**config.mk**
```make
export PLATFORM = sky130hd
export DESIGN_NAME = clint_resp
export DESIGN_NICKNAME = d
export VERILOG_FILES = /design/src/rtl/clint_resp.sv
export SDC_FILE = /design/constraint.sdc
export NUM_CORES = 1
export LEC_CHECK = 0
export BUFFER_PORTS_ARGS = -buffer_cell sky130_fd_sc_hd__buf_4
export CAP_MARGIN = 15
export CELL_PAD_IN_SITES_DETAIL_PLACEMENT = 0
export CELL_PAD_IN_SITES_GLOBAL_PLACEMENT = 1
export CORE_ASPECT_RATIO = 0.8
export CORE_UTILIZATION = 41
export CTS_CLUSTER_SIZE = 24
export DETAILED_ROUTE_END_ITERATION = 16
export PLACE_DENSITY_LB_ADDON = 0.08
export SYNTH_ARGS = -nofsm -noshare
export SYNTH_HDL_FRONTEND = slang
export SYNTH_SLANG_ARGS = --single-unit
export TNS_END_PERCENT = 1
```
**constraint.sdc**
```tcl
create_clock -name clk -period 5.6 [get_ports clk]
set_input_delay 0.56 -clock clk [delete_from_list [all_inputs] [get_ports clk]]
set_output_delay 0.56 -clock clk [all_outputs]
set_load 0.005 [all_outputs]
```
**src/rtl/clint_resp.sv**
```systemverilog
// Core-local interrupt responder: msip, mtimecmp and free-running mtime behind a single-beat request/response port.
// Optional build macro CLINT_PRESCALER_EN: mtime advances once every TICK_DIV cycles instead of every cycle.
module clint_resp #(
  parameter int unsigned     XLEN     = 64,
  parameter logic [XLEN-1:0] BASE     = 64'h0000_0000_0200_0000,
  parameter int unsigned     TICK_DIV = 10
) (
  input  logic            clk,
  input  logic            rst,
  input  logic            req_valid,
  output logic            req_ready,
  input  logic            req_wen,
  input  logic [XLEN-1:0] req_addr,
  input  logic [XLEN-1:0] req_wdata,
  input  logic [7:0]      req_wmask,
  output logic            resp_valid,
  input  logic            resp_ready,
  output logic [XLEN-1:0] resp_rdata,
  output logic            resp_err,
  output logic            msip,
  output logic            mtip
);

  localparam logic [XLEN-1:0] ADDR_MSIP     = BASE;
  localparam logic [XLEN-1:0] ADDR_MTIMECMP = BASE + XLEN'(32'h0000_4000);
  localparam logic [XLEN-1:0] ADDR_MTIME    = BASE + XLEN'(32'h0000_BFF8);

  localparam logic STATE_IDLE = 1'b0;
  localparam logic STATE_RESP = 1'b1;

  if (TICK_DIV < 1) begin : g_tick_div_check
    $error("clint_resp: TICK_DIV must be at least 1");
  end

  function automatic logic [XLEN-1:0] merge_bytes(input logic [XLEN-1:0] old_val,
                                                  input logic [XLEN-1:0] new_val,
                                                  input logic [7:0]      be);
    logic [XLEN-1:0] r;
    r = old_val;
    for (int i = 0; i < 8; i++) begin
      if (be[i]) r[8*i +: 8] = new_val[8*i +: 8];
    end
    return r;
  endfunction

  logic            state_q, state_d;
  logic [XLEN-1:0] rdata_q, rdata_d;
  logic            err_q, err_d;
  logic            msip_q, msip_d;
  logic [XLEN-1:0] mtimecmp_q, mtimecmp_d;
  logic [XLEN-1:0] mtime_q, mtime_d;
  logic            mtip_q, mtip_d;

  logic accept;
  logic hit_msip, hit_cmp, hit_time;
  logic wr_msip, wr_cmp, wr_time;
  logic tick;

  assign accept   = (state_q == STATE_IDLE) && req_valid;
  assign hit_msip = (req_addr == ADDR_MSIP);
  assign hit_cmp  = (req_addr == ADDR_MTIMECMP);
  assign hit_time = (req_addr == ADDR_MTIME);
  assign wr_msip  = accept && req_wen && hit_msip;
  assign wr_cmp   = accept && req_wen && hit_cmp;
  assign wr_time  = accept && req_wen && hit_time;

`ifdef CLINT_PRESCALER_EN
  localparam int unsigned CNT_W = (TICK_DIV > 1) ? $clog2(TICK_DIV) : 1;

  logic [CNT_W-1:0] cnt_q, cnt_d;

  always_comb begin
    tick  = (cnt_q == CNT_W'(TICK_DIV - 1));
    cnt_d = tick ? '0 : cnt_q + CNT_W'(1);
    if (wr_time) cnt_d = '0;
  end

  always_ff @(posedge clk) begin
    if (rst) cnt_q <= '0;
    else     cnt_q <= cnt_d;
  end
`else
  assign tick = 1'b1;
`endif

  always_comb begin
    state_d = state_q;
    rdata_d = rdata_q;
    err_d   = err_q;
    if (state_q == STATE_IDLE) begin
      if (req_valid) begin
        state_d = STATE_RESP;
        err_d   = ~(hit_msip | hit_cmp | hit_time);
        rdata_d = '0;
        if (!req_wen) begin
          if (hit_msip)      rdata_d = {{(XLEN-1){1'b0}}, msip_q};
          else if (hit_cmp)  rdata_d = mtimecmp_q;
          else if (hit_time) rdata_d = mtime_q;
        end
      end
    end else if (resp_ready) begin
      state_d = STATE_IDLE;
    end
  end

  // A store to mtime overrides the tick on the same edge; mtip sees post-update values.
  always_comb begin
    msip_d     = (wr_msip && req_wmask[0]) ? req_wdata[0] : msip_q;
    mtimecmp_d = wr_cmp ? merge_bytes(mtimecmp_q, req_wdata, req_wmask) : mtimecmp_q;
    if (wr_time)   mtime_d = merge_bytes(mtime_q, req_wdata, req_wmask);
    else if (tick) mtime_d = mtime_q + XLEN'(1);
    else           mtime_d = mtime_q;
    mtip_d = (mtime_d >= mtimecmp_d);
  end

  always_ff @(posedge clk) begin
    if (rst) begin
      state_q    <= STATE_IDLE;
      rdata_q    <= '0;
      err_q      <= 1'b0;
      msip_q     <= 1'b0;
      mtimecmp_q <= '1;
      mtime_q    <= '0;
      mtip_q     <= 1'b0;
    end else begin
      state_q    <= state_d;
      rdata_q    <= rdata_d;
      err_q      <= err_d;
      msip_q     <= msip_d;
      mtimecmp_q <= mtimecmp_d;
      mtime_q    <= mtime_d;
      mtip_q     <= mtip_d;
    end
  end

  assign req_ready  = (state_q == STATE_IDLE);
  assign resp_valid = (state_q == STATE_RESP);
  assign resp_rdata = rdata_q;
  assign resp_err   = err_q;
  assign msip       = msip_q;
  assign mtip       = mtip_q;

endmodule

```
# Word-level counts from Yosys, hierarchy flattened
# Index checks and enable logic that the tools add are counted.
# classes
bitwise,4
n_reduce_logical,7
n_eq_ne,3
muxes,25
addsub,1
n_lt_le_gt_ge,1
# ops
op,count
$mux W64,6
$eq A64 B26 Y1 const B,3
$mux W8,16
$add A64 B1 Y64 const B,1
$ge A64 B64 Y1,1
$logic_and A1 B1 Y1,6
$mux W1,3
$not A1 Y1,2
$or A1 B1 Y1,2
$reduce_and A2 Y1,1
# word_totals
inputBits,141
wordCells,48
reg_bits,196
out_inout_bits,69

# Logic depth before layout (Yosys ltp)
# depth
depth_word,6
mapped_depth,18
ltp_nobuf,16

# Worst setup path after synthesis
# Ideal clock, no wire load.
# synth_timing
path_kind,input to register
startpoint,in req_addr[31]
endpoint,"reg mtip_q, in the netlist mtip"
arrival_ps,4027
n_path_buf,3
setup_time_ps,130
setup_slack_ps,1443
required_ps,5470
stages,18
cell_sequence,nor4_1 > nand4_1 > or4_1 > buf_2 > nor3_4 > buf_2 > buf_2 > nand3_1 > o31a_1 > nand2_1 > ha_1 > a211oi_1 > o21bai_1 > a221oi_1 > o21ai_0 > a21o_1 > a221oi_1 > o22ai_1
# synth_between
elab_chain_cells,4
word_cells_on_any_way,7
classes_between,order compare: 1; eq/ne: 2; mux: 2; reduce/logical: 2
# synth_lines
item,line_no,rtl
from (decl),13,"input logic [XLEN-1:0] req_addr,"
$eq A64 B26 Y1,62,assign hit_time = (req_addr == ADDR_MTIME);
$logic_and A1 B1 Y1,65,assign wr_time = accept && req_wen && hit_time;
$mux W64,110,"if (wr_time) mtime_d = merge_bytes(mtime_q, req_wdata, req_wmask);"
net mtime_d[53],51,"logic [XLEN-1:0] mtime_q, mtime_d;"
$ge A64 B64 Y1,113,mtip_d = (mtime_d >= mtimecmp_d);
to (signal assigned),132,mtip_q <= mtip_d;
to (decl),52,"logic mtip_q, mtip_d;"
# The timed path passes the listed nets, and every way through them passes these cells.
# A chain may end at the register's enable or synchronous reset.

# Final worst setup path
# layout_timing
startpoint,in req_addr[20]
endpoint,"reg mtip_q, in the netlist mtip"
# layout_between
elab_chain_cells,4
word_cells_on_any_way,7
classes_between,order compare: 1; eq/ne: 2; mux: 2; reduce/logical: 2
# layout_lines
item,line_no
$eq A64 B26 Y1 (on tied branches),"62, 61"
$logic_and A1 B1 Y1 (on tied branches),"65, 64"
$mux W64 (on tied branches),"110, 109"
$ge A64 B64 Y1 (*),113
# Mark *: on every way between the ends. The rest lies on a longest branch, timed or not.

==> impl_metrics.toml <==
[status]
status = "finished clean"

[cells_and_area]
regArea_sq_um = 3920
multiInputGateArea_sq_um = 6470
drive_above_1_share_pct = 19.7
fillers = 2591
nNetsFinal = 1687
area_delta_synth_final_pct = 23.3
final_util_pct = 51.8
antenna_cells = 0

[die]
die_h_um = 147
rows = 52
boundaryPins = 210
die_area_sq_um = 26800
core_sq_um = 25500
start_util_pct = 42.0
dieWidth_um = 183

[yosys]
synthCells = 1301
synth_ff_type = "dfxtp_1"
yosys.area.top_type = "dfxtp_1"
synth_most_common_cell = "nand2_1"
synth.distinct_cells = 66
synth_top_cells_by_area = "dfxtp_1, ha_1, nand2_1"
synthTopCellsByCount = "nand2_1, dfxtp_1, o21ai_0"
yosysWarningCount = 0
syn_avg_cell_area_sq_um = 8.24
ys_seq_elements = 196
syn_area_sq_um = 10700
synth_edf_count = 0
synth_top_area_share_pct = 36.6
syn_nets = 1507
yosysSeqAreaShare_pct = 36.6
async_flop_share_pct = 0

[timing]
relSlewSlack_pct = 27.7
hold_viol = 0
worst_pin_slew_ns = 1.08
setup_violations = 0
slew_viol_final = 0
rsz0062_at_grt = "false"
setup_tns_ns = 0
period_share_pct = 86.9
fin_crit_ns = 4.87
fmax_ghz = 0.205
clock_skew_ns = 0.0175
fin_ws_ns = 0.732

[grt]
grt_max_degree = 58
grt_pass1_vias = 10100
grt.total_usage_pct = 27.1
gr-total-overflow = 0
antenna_found_initial = 0
grt_first_pass_wirelength_um = 56900

[worst_setup_path]
path_buf_inv = 2
crit_type = "primary input to register"
worstPathMaxFanout = 46
slowest_delay_ns = 0.81
cp_top_family = "simple AND/OR/NAND/NOR gates"
crit_path_end_kind = "register"
cp-start-kind = "primary input"
cp_slowest_cell = "or4_1"
required_ns = 5.92
critical_path.cell_chain = "buf_4 -> nor4b_1 -> nand2_1 -> or4_1 -> nor3_4 -> buf_4 -> nand3_2 -> mux2i_1 -> ha_1 -> a21oi_1 -> nor2_1 -> a211oi_1 -> o21ai_0 -> a221o_1 -> a21oi_1 -> o22ai_1"
arrival_ns = 5.19

[power_and_ir_drop]
power_density_nw_per_um2 = 215
power_leakage_nw = 5.67
combPwrFrac_pct = 6.0
p_int_w = 0.00216
p_clk_share_pct = 44.8
power_w = 0.00285
ir_drop_mv = 0.228
switching_power_w = 0.000688
p_seq_share_pct = 49.1
power_switching_share_pct = 24.2

[placement]
dp_hpwl_um = 26400
post-place-ws_ns = 0.239
gp_congestion = 0.888
port_buffers = 209

[clocking]
clock_sinks = 196
cts_tree = "yes"
postCtsSetupBuffers = 0
cts_hold_buf = 0
clkLatencyLatePin_ns = 0.47
cts-root-buf = "clkbuf_16"
clk_pin_slew_ns = 0.07
cts-buffers-inserted = 17
htreeDepth = 4
cts.path.max_buffers = 2
cts_resized = 0

[detailed_routing]
first_pass_iters = 7
routedWlPerCell_um = 19.6
drcViolationCount = 0
drt-initial-drc-count = 688
drtAntennaViolNets = 0
route.final.wire_length_um = 36100
vias = 10700
vias_per_cell = 5.80

[worst_hold_path]
worstHoldPathType = "primary input to register"

[run]
cap_violations = 0
power groups by stage:
stage | logic, W | clock network (W) | registers (W)
2_1_floorplan | 0.0000489 | 0 | 0.00143
3_3_place_gp | 0.000173 | 0 | 0.00143
3_5_place_dp | 0.000172 | 0 | 0.00143
4_1_cts | 0.000173 | 0.00129 | 0.00140
5_1_grt | 0.000183 | 0.00135 | 0.00140
6_report | 0.000172 | 0.00128 | 0.00140
sequential cells by signal (all words and copies together), names as in the netlist:
| name | cells |
|---|---|
| resp_valid | 1 |
| mtime_q | 64 |
| mtimecmp_q | 64 |
| resp_err | 1 |
| resp_rdata | 64 |
| msip | 1 |
| mtip | 1 |
cell families after synthesis:
logic type,count (synthesis),synth area share (%)
buf+inv,85,3.26
simple gates,524,24.3
fa+ha+maj,65,7.59
flops,196,36.6
compound gates,362,21.7
mux,69,6.46
cell usage in the layout (no fill, tap or decap), types with 11 or more instances in the layout:
cell type  Yosys  routed
a2111oi_0     11      11
a211oi_1      32      32
a21oi_1       71      71
a22oi_1       63      63
and2_1        17      17
and3_1        11      11
buf_4          3     228
clkbuf_16      0      17
dfxtp_1      196     196
ha_1          65      65
inv_1         15      15
mux2i_1       68      68
nand2_1      214     214
nand3_1       57      57
nand4_1       29      29
nor2_1        69      67
nor3_1        41      41
nor4_1        25      25
o21ai_0      107     107
or4_1         11      11
stage by stage:
stage,cells,cell area (sq um),hold WS [ns]
2_1_floorplan,1301,10700,0.448
3_3_place_gp,1813,12600,0.436
3_5_place_dp,1813,12600,0.443
4_1_cts,1845,13200,0.265
5_1_grt,1845,13200,0.291
6_report,1845,13200,0.277
path summary, 6_finish.rpt:
check / from / end / slack [ns] / depth (start not counted)
min reg2reg: resp_rdata[39] / resp_rdata[39] / 0.45 / 2
max reg2reg: mtime_q[7] / mtip / 0.74 / 15
max: req_addr[20] / mtip / 0.73 / 16
min: resp_ready / resp_valid / 0.28 / 2
area by class of cell:
cell class	count	share of cell area, %
clock buffer	21	3.48
sequential	196	29.7
timing repair buffer	229	13.1
clock inverter	11	0.937
multi-input combinational	1020	49.0
tap	351	3.32
inverter	17	0.483
metal layers:
layer	wire length (um)	track usage [%]	vias to the layer above	share of wire [%]
met5	0	0	-	0
met4	367	6.30	0	1.0
met3	2220	4.99	27	6.2
met2	15600	40.8	362	43
met1	17900	39.8	5055	50
li1	-	-	5265	-
Note: power is estimated with default switching activity, not from simulation.
